$ cat config.mk
export PLATFORM = sky130hd
export DESIGN_NAME = traffic_phase_scheduler_flat
export DESIGN_NICKNAME = d
export VERILOG_FILES = /design/src/rtl/traffic_phase_scheduler_if.sv /design/src/rtl/traffic_phase_scheduler.sv /design/src/flat_wrapper.sv
export SDC_FILE = /design/constraint.sdc
export NUM_CORES = 1
export LEC_CHECK = 0
export CORE_UTILIZATION = 57
export CTS_BUF_LIST = sky130_fd_sc_hd__clkbuf_4 sky130_fd_sc_hd__clkbuf_8
export DETAILED_ROUTE_END_ITERATION = 16
export PLACE_DENSITY_LB_ADDON = 0.25
export SYNTH_ARGS = -nofsm -noshare
export SYNTH_HDL_FRONTEND = slang
export SYNTH_SLANG_ARGS = --single-unit
$ cat constraint.sdc
create_clock -name clk -period 6.01 [get_ports clk]
set_input_delay 1.202 -clock clk [delete_from_list [all_inputs] [get_ports clk]]
set_output_delay 1.202 -clock clk [all_outputs]
set_load 0.01 [all_outputs]
$ cat src/rtl/traffic_phase_scheduler_if.sv
// Request and lamp-side signals of the crossroads phase scheduler.
//   veh_req     : country-road vehicle present (level)
//   ped_req     : pedestrian button (pulse)
//   led         : {MR,MY,MG,CR,CY,CG}
//   ped_walk    : walk lamp
//   bcd         : two-digit BCD countdown, tens in [7:4]
//   phase       : current state code, debug only
//   ped_pending : latched pedestrian request
// master drives the requests; slave is the scheduler.
interface traffic_phase_scheduler_if;
    logic       veh_req;
    logic       ped_req;
    logic [5:0] led;
    logic       ped_walk;
    logic [7:0] bcd;
    logic [2:0] phase;
    logic       ped_pending;

    modport master (
        output veh_req, ped_req,
        input  led, ped_walk, bcd, phase, ped_pending
    );

    modport slave (
        input  veh_req, ped_req,
        output led, ped_walk, bcd, phase, ped_pending
    );
endinterface

$ cat src/rtl/traffic_phase_scheduler.sv
// Crossroads phase scheduler. Main road holds green by default; country-road vehicles and
// pedestrians are granted round-robin, each conflicting phase preceded by an all-red interval.
// Every output is a register or a decode of the state register.
//   clk    : system clock
//   rst_n  : asynchronous active-low reset
//   bus_io : request inputs and lamp/countdown outputs (slave side)
module traffic_phase_scheduler #(
    parameter int unsigned TICK_DIV = 50_000_000,
    parameter int unsigned T_MG     = 60,
    parameter int unsigned T_Y      = 4,
    parameter int unsigned T_CG     = 20,
    parameter int unsigned T_PED    = 15,
    parameter int unsigned T_AR     = 2
) (
    input logic                       clk,
    input logic                       rst_n,
    traffic_phase_scheduler_if.slave  bus_io
);

    typedef enum logic [2:0] {
        StMg  = 3'd0,
        StMy  = 3'd1,
        StAr  = 3'd2,
        StCg  = 3'd3,
        StCy  = 3'd4,
        StPed = 3'd5
    } state_e;

    function automatic logic [7:0] to_bcd(int unsigned v);
        return 8'(((v / 10) << 4) | (v % 10));
    endfunction

    localparam int unsigned CntW   = (TICK_DIV > 1) ? $clog2(TICK_DIV) : 1;
    localparam logic [7:0]  BcdMg  = to_bcd(T_MG);
    localparam logic [7:0]  BcdY   = to_bcd(T_Y);
    localparam logic [7:0]  BcdCg  = to_bcd(T_CG);
    localparam logic [7:0]  BcdPed = to_bcd(T_PED);
    localparam logic [7:0]  BcdAr  = to_bcd(T_AR);

    logic [CntW-1:0] tick_cnt_q, tick_cnt_d;
    state_e          state_q, state_d;
    state_e          dest_q, dest_d;
    logic [7:0]      bcd_q, bcd_d;
    logic            last_ped_q, last_ped_d;
    logic            ped_pending_q, ped_pending_d;

    logic            tick;
    logic            expire;
    logic [7:0]      bcd_dec;
    state_e          grant;

    assign tick   = (tick_cnt_q == CntW'(TICK_DIV - 1));
    assign expire = tick && (bcd_q == 8'h01);
    assign tick_cnt_d = tick ? '0 : tick_cnt_q + CntW'(1);

    // BCD borrow: units 0 wraps to 9 and takes one from tens.
    assign bcd_dec = (bcd_q[3:0] == 4'd0) ? {bcd_q[7:4] - 4'd1, 4'd9}
                                          : {bcd_q[7:4], bcd_q[3:0] - 4'd1};

    // Contention goes to whoever was not served last; a request withdrawn during MY
    // falls back to main green.
    always_comb begin
        grant = StMg;
        if (ped_pending_q && bus_io.veh_req) begin
            grant = last_ped_q ? StCg : StPed;
        end else if (ped_pending_q) begin
            grant = StPed;
        end else if (bus_io.veh_req) begin
            grant = StCg;
        end
    end

    always_comb begin
        state_d    = state_q;
        dest_d     = dest_q;
        last_ped_d = last_ped_q;
        bcd_d      = tick ? bcd_dec : bcd_q;
        case (state_q)
            StMg: begin
                if (expire) begin
                    if (bus_io.veh_req || ped_pending_q) begin
                        state_d = StMy;
                        bcd_d   = BcdY;
                    end else begin
                        bcd_d = BcdMg;
                    end
                end
            end
            StMy: begin
                if (expire) begin
                    state_d = StAr;
                    dest_d  = grant;
                    bcd_d   = BcdAr;
                end
            end
            StAr: begin
                if (expire) begin
                    state_d = dest_q;
                    case (dest_q)
                        StCg: begin
                            bcd_d      = BcdCg;
                            last_ped_d = 1'b0;
                        end
                        StPed: begin
                            bcd_d      = BcdPed;
                            last_ped_d = 1'b1;
                        end
                        default: bcd_d = BcdMg;
                    endcase
                end
            end
            StCg: begin
                // Gap-out: an empty approach ends country green early.
                if (expire || (tick && !bus_io.veh_req)) begin
                    state_d = StCy;
                    bcd_d   = BcdY;
                end
            end
            StCy, StPed: begin
                if (expire) begin
                    state_d = StAr;
                    dest_d  = StMg;
                    bcd_d   = BcdAr;
                end
            end
            default: begin
                state_d = StMg;
                bcd_d   = BcdMg;
            end
        endcase
    end

    // Entry into PED clears the latch and wins over a same-cycle button press.
    always_comb begin
        ped_pending_d = ped_pending_q;
        if (state_d == StPed && state_q != StPed) begin
            ped_pending_d = 1'b0;
        end else if (bus_io.ped_req && state_q != StPed) begin
            ped_pending_d = 1'b1;
        end
    end

    always_ff @(posedge clk or negedge rst_n) begin
        if (!rst_n) begin
            tick_cnt_q    <= '0;
            state_q       <= StMg;
            dest_q        <= StMg;
            bcd_q         <= BcdMg;
            last_ped_q    <= 1'b1;
            ped_pending_q <= 1'b0;
        end else begin
            tick_cnt_q    <= tick_cnt_d;
            state_q       <= state_d;
            dest_q        <= dest_d;
            bcd_q         <= bcd_d;
            last_ped_q    <= last_ped_d;
            ped_pending_q <= ped_pending_d;
        end
    end

    always_comb begin
        bus_io.ped_walk = 1'b0;
        case (state_q)
            StMy:    bus_io.led = 6'b010100;
            StAr:    bus_io.led = 6'b100100;
            StCg:    bus_io.led = 6'b100001;
            StCy:    bus_io.led = 6'b100010;
            StPed: begin
                bus_io.led      = 6'b100100;
                bus_io.ped_walk = 1'b1;
            end
            default: bus_io.led = 6'b001100;
        endcase
    end

    assign bus_io.bcd         = bcd_q;
    assign bus_io.phase       = state_q;
    assign bus_io.ped_pending = ped_pending_q;

endmodule

$ cat src/flat_wrapper.sv
// flat-port wrapper written by rule: the top's interface ports become plain ports
module traffic_phase_scheduler_flat 
#(
    parameter int unsigned TICK_DIV = 50_000_000,
    parameter int unsigned T_MG     = 60,
    parameter int unsigned T_Y      = 4,
    parameter int unsigned T_CG     = 20,
    parameter int unsigned T_PED    = 15,
    parameter int unsigned T_AR     = 2
)
  (clk, rst_n, bus_io_veh_req, bus_io_ped_req, bus_io_led, bus_io_ped_walk, bus_io_bcd, bus_io_phase, bus_io_ped_pending);
  traffic_phase_scheduler_if bus_io_i ();
  input logic clk;
  input logic rst_n;
  input wire logic [$bits(bus_io_i.veh_req)-1:0] bus_io_veh_req;
  input wire logic [$bits(bus_io_i.ped_req)-1:0] bus_io_ped_req;
  output wire logic [$bits(bus_io_i.led)-1:0] bus_io_led;
  output wire logic [$bits(bus_io_i.ped_walk)-1:0] bus_io_ped_walk;
  output wire logic [$bits(bus_io_i.bcd)-1:0] bus_io_bcd;
  output wire logic [$bits(bus_io_i.phase)-1:0] bus_io_phase;
  output wire logic [$bits(bus_io_i.ped_pending)-1:0] bus_io_ped_pending;
  assign bus_io_i.veh_req = bus_io_veh_req;
  assign bus_io_i.ped_req = bus_io_ped_req;
  assign bus_io_led = bus_io_i.led;
  assign bus_io_ped_walk = bus_io_i.ped_walk;
  assign bus_io_bcd = bus_io_i.bcd;
  assign bus_io_phase = bus_io_i.phase;
  assign bus_io_ped_pending = bus_io_i.ped_pending;
  traffic_phase_scheduler #(.TICK_DIV(TICK_DIV), .T_MG(T_MG), .T_Y(T_Y), .T_CG(T_CG), .T_PED(T_PED), .T_AR(T_AR)) u_core (.clk(clk), .rst_n(rst_n), .bus_io(bus_io_i));
endmodule
* Word level (Yosys, flattened, before mapping)
Cells that the tools add are included.
Word-level totals: bits of input ports 4, register bits 42, logic and storage cells 68
Cells by class: mux-type cells 28, reductions and logical operators 18, equality and inequality tests 13, $add $sub $neg 3
Operators with widths (count):
- two-way mux 8 bit | 6
- case mux 8 bit (4 select lines) | 1
- two-way mux 3 bit | 10
- adder 26 x 1 -> 26 bit (second input constant) | 1
- equality test 26 bit (second input constant) | 1
- two-way mux 26 bit | 1
- case mux 6 bit (4 select lines) | 1
- case mux 7 bit (2 select lines) | 1
- equality test 3 bit (second input constant) | 4
- case mux 3 bit (4 select lines) | 1
- equality test 3 x 2 -> 1 bit (second input constant) | 3
- equality test 8 x 1 -> 1 bit (second input constant) | 1
- subtractor 4 x 1 -> 4 bit (second input constant) | 2
- two-way mux 7 bit | 1
- case mux 3 bit (2 select lines) | 1
- AND reduction 3 bit | 2
- nonzero test 2 bit | 3
- logical AND 1 bit | 5
- logical NOT 4 bit | 1
- != test 2 x 1 -> 1 bit (second input constant) | 2
- OR reduction 2 bit | 2
- equality test 3 x 1 -> 1 bit (second input constant) | 1
- logical NOT 3 bit | 1
- two-way mux 1 bit | 3
- other kinds (6) | 7

* Longest topological paths before layout
depth in word-level cells 8, gate-level depth with buffers 8, depth with buffers taken out 7

* Least setup slack after synthesis
Ideal clock, no wire load.
path kind register to output, start reg u_core.state_q[2], in the netlist u_core.bus_io.phase[2], end out bus_io_led[2], data required time 4.808 ns, arrival 1.224 ns, stages on the path, launching flop included 5, slack 3.584 ns, cell sequence dfrtp_1 > clkbuf_1 > nor2b_1 > nor2b_1 > nor2_1
On the way: word-level cells in the longest chain between the ends 3
RTL lines:
- from (decl) | RTL line traffic_phase_scheduler.sv:41 | state_e state_q, state_d;
- from (signal assigned) | RTL line traffic_phase_scheduler.sv:146 | state_q <= StMg;
- from (signal assigned) | RTL line traffic_phase_scheduler.sv:153 | state_q <= state_d;
- equality test 3 x 2 -> 1 bit or equality test 3 bit (tied branches) | RTL line traffic_phase_scheduler.sv:163 | case (state_q)
- OR reduction 2 bit (no source line)
- case mux 6 bit (4 select lines) * | RTL line traffic_phase_scheduler.sv:163
- to (decl) | RTL line flat_wrapper.sv:17 | output wire logic [$bits(bus_io_i.led)-1:0] bus_io_led;
Mark *: on every way between the ends. The rest lies on a longest branch, timed or not.

* Final worst setup path
start reg u_core.state_q[1], in the netlist u_core.bus_io.phase[1], end out bus_io_led[2]
Same word-level chain as after synthesis.

==> impl_metrics.tcl <==
set metrics [dict create \
    synthTopCellsByCount "dfrtp_1, nor2_1, xnor2_1" \
    crit_required_ps 4810 \
    synth_warnings 0 \
    clkTransAtPathRegs_ps 80 \
    cts_tree "built" \
    fin_nets 284 \
    netlist_instances 255 \
    status "finished, final reports clean" \
    cp-start-kind "register" \
    clock_latency_ps 300 \
    hp-class "reg -> reg" \
    synthArstFlopShare_pct 100 \
    drtAntennaViolNets 0 \
    synth-seq-cells 42 \
    crit_top_cell "nor2b_1" \
    syn_area_per_cell_sq_um 9.39 \
    peakVddDrop_v 0.000126 \
    fmax_ghz 0.320 \
    initial_utilization_pct 59.4 \
    cap_viol_max_count 0 \
    synth_ff_type "dfrtp_1" \
    syn-num-nets 264 \
    maxSlewViolCount 0 \
    syn_to_final_growth_pct 14.5 \
    tightest_slew_ps 891 \
    hpwl_um 3430 \
    postCtsHoldBufs 0 \
    synthTopCellsByArea "dfrtp_1, xnor2_1, nor2_1" \
    cp_data_arrival_time_ps 1920 \
    synth.most_common_cell "dfrtp_1" \
    slew_headroom_pct 40.6 \
    synth_top_area_cell "dfrtp_1" \
    slowest_delay_ps 690 \
    finalClockSkew_ps 4.69 \
    timing.final.crit_share_pct 52.0 \
    syn_area_sq_mm 0.00239 \
    critical_path.endpoint_type "primary output" \
    dr.first_iter.drc_count 192 \
    synth_top_area_share_pct 40.8 \
    clockBufferDepth 2 \
    placement.cell_area_sq_mm 0.00264 \
    grt_max_degree 43 \
    ios 23 \
    pwr_density_cell_mw_per_mm2 178 \
    crit_family "flip-flops" \
    p_leak_uw 0.00113 \
    path_buf_inv 1 \
    crit_type "reg -> out" \
    hold_violations 0 \
    setup_violations 0 \
    wl_um 4890 \
    postCtsSetupBuffers 0 \
    placementRows 23 \
    core_area_sq_mm 0.00403 \
    grt_pass1_wl_um 8120 \
    grt_pass1_vias 1731 \
    postLayoutCellArea_sq_mm 0.00274 \
    cts-root-buf "clkbuf_8" \
    die-height_um 66.8 \
    cp_max_fo 20 \
    die_w_um 66.8 \
    antenna_cells 0 \
    layout-drive-gt1-share_pct 9.78 \
    track_usage_pct 24.9 \
    io_buffers 22 \
    min-delay-start "u_core.tick_cnt_q[24]" \
    cts_buffers 5 \
    antenna_found_initial 0 \
    viasPerCell 5.90 \
    die_area_sq_mm 0.00446 \
    post_cts_resized 0 \
    grt_setup_unrepaired "false" \
    h-tree-depth 2 \
    setup-tns-final_ps 0 \
    yosysUniqueCellTypes 50 \
    dr_total_vias 1922 \
    gp_congestion 0.894 \
    period_needed_ps 3120 \
    crit_chain "nor2b_1, nor2b_1, nor2_1, clkdlybuf4s50_1" \
    synth_edf_count 0 \
    r2r_start "u_core.tick_cnt_q[0]" \
    clock_sinks 42 \
    first_pass_iters 5 \
    ys_seq_area_share_pct 44.0 \
    grt-ovfl-total 0 \
    worstSetupStartpoint "u_core.bus_io.phase[1]" \
    drc 0 \
    wl_per_cell_um 15.0 \
    slowest_stage "dfrtp_1" \
]
worst register-to-register path, cell delays in order, from the launching register on:
cell and delay, ps:
dfrtp_1 400, ha_1 270, nand4_2 180, nor4_4 460, nand2_2 300, o21ai_0 600
o21ai_0 200
metrics by stage:
stage          worst slack (ps)  hold slack (ps)  cells  total power, uW  utilization [%]
2_1_floorplan              3580              455    255              289                -
3_3_place_gp               3220              470    318              296             65.6
3_5_place_dp               3220              487    318              296             65.6
4_1_cts                    2890              498    326              493             68.0
5_1_grt                    2750              505    326              504             68.0
6_report                   2890              503    326              487             68.0
power breakdown:
part	leakage [uW]	internal [uW]	switching, uW
combinational	0.000532	1.66	6.10
clock	0.0000523	103	94.3
sequential	0.000541	282	0.0000000000000426
cell type report:
type                            instances  area (sq um)
Clock buffer                            8          97.6
Fill cell                             329          1290
Multi-Input combinational cell        193          1270
Tap cell                               50          62.6
Timing Repair Buffer                   23           223
Sequential cell                        42          1050
Inverter                               10          37.5
placed cells by master (no fill, tap or decap), types with 4 or more instances in the layout:
master and n:
nor2b_1 4, nor4_1 5, clkbuf_8 6, nor2_1 31, a21oi_1 5, nand2_1 16
nor3_1 6, o21ai_0 13, inv_1 10, clkdlybuf4s50_1 21, or3_1 6, dfrtp_1 39
o41ai_1 4, ha_1 5, nand4_1 9, xnor2_1 18, xor2_1 9, nand3_1 16
per-layer routing:
metal / track usage (%) / up-vias / wire [um]
met2: 36.4 / 39 / 2190
met3: 5.99 / 5 / 171
li1: - / 951 / -
met4: 8.24 / 0 / 69
met5: 0 / - / 0
met1: 35.7 / 927 / 2460
logic make-up (layout without fill, tap and decap cells):
group	Yosys count	in the layout	synth area share, %
AND/OR/NAND/NOR	119	119	28.2
flip-flops	42	42	44.0
AO/OA/AOI/OAI	39	39	10.7
XOR/XNOR	27	27	9.87
buffers and inverters	20	41	3.29
adder cells (fa/ha/maj)	5	5	2.61
multiplexers	3	3	1.36
flip-flops by register name, indices dropped and copies added, names as in the netlist:
signal	count
u_core.tick_cnt_q	26
u_core.bus_io.bcd	8
u_core.bus_io.phase	3
u_core.bus_io.ped_pending	1
u_core.dest_q	3
u_core.last_ped_q	1
worst paths after layout:
path / slack [ps] / end / cells after the start
max: 2890 / bus_io_led[2] / 4
min: 500 / u_core.tick_cnt_q[24] / 1
max reg2reg: 3460 / u_core.bus_io.bcd[4] / 6
min reg2reg: 500 / u_core.tick_cnt_q[24] / 1
max in group asynchronous: 4430 / u_core.bus_io.phase[2] / 1
min in group asynchronous: 1020 / u_core.tick_cnt_q[23] / 1
Note: power is estimated with default switching activity, not from simulation.
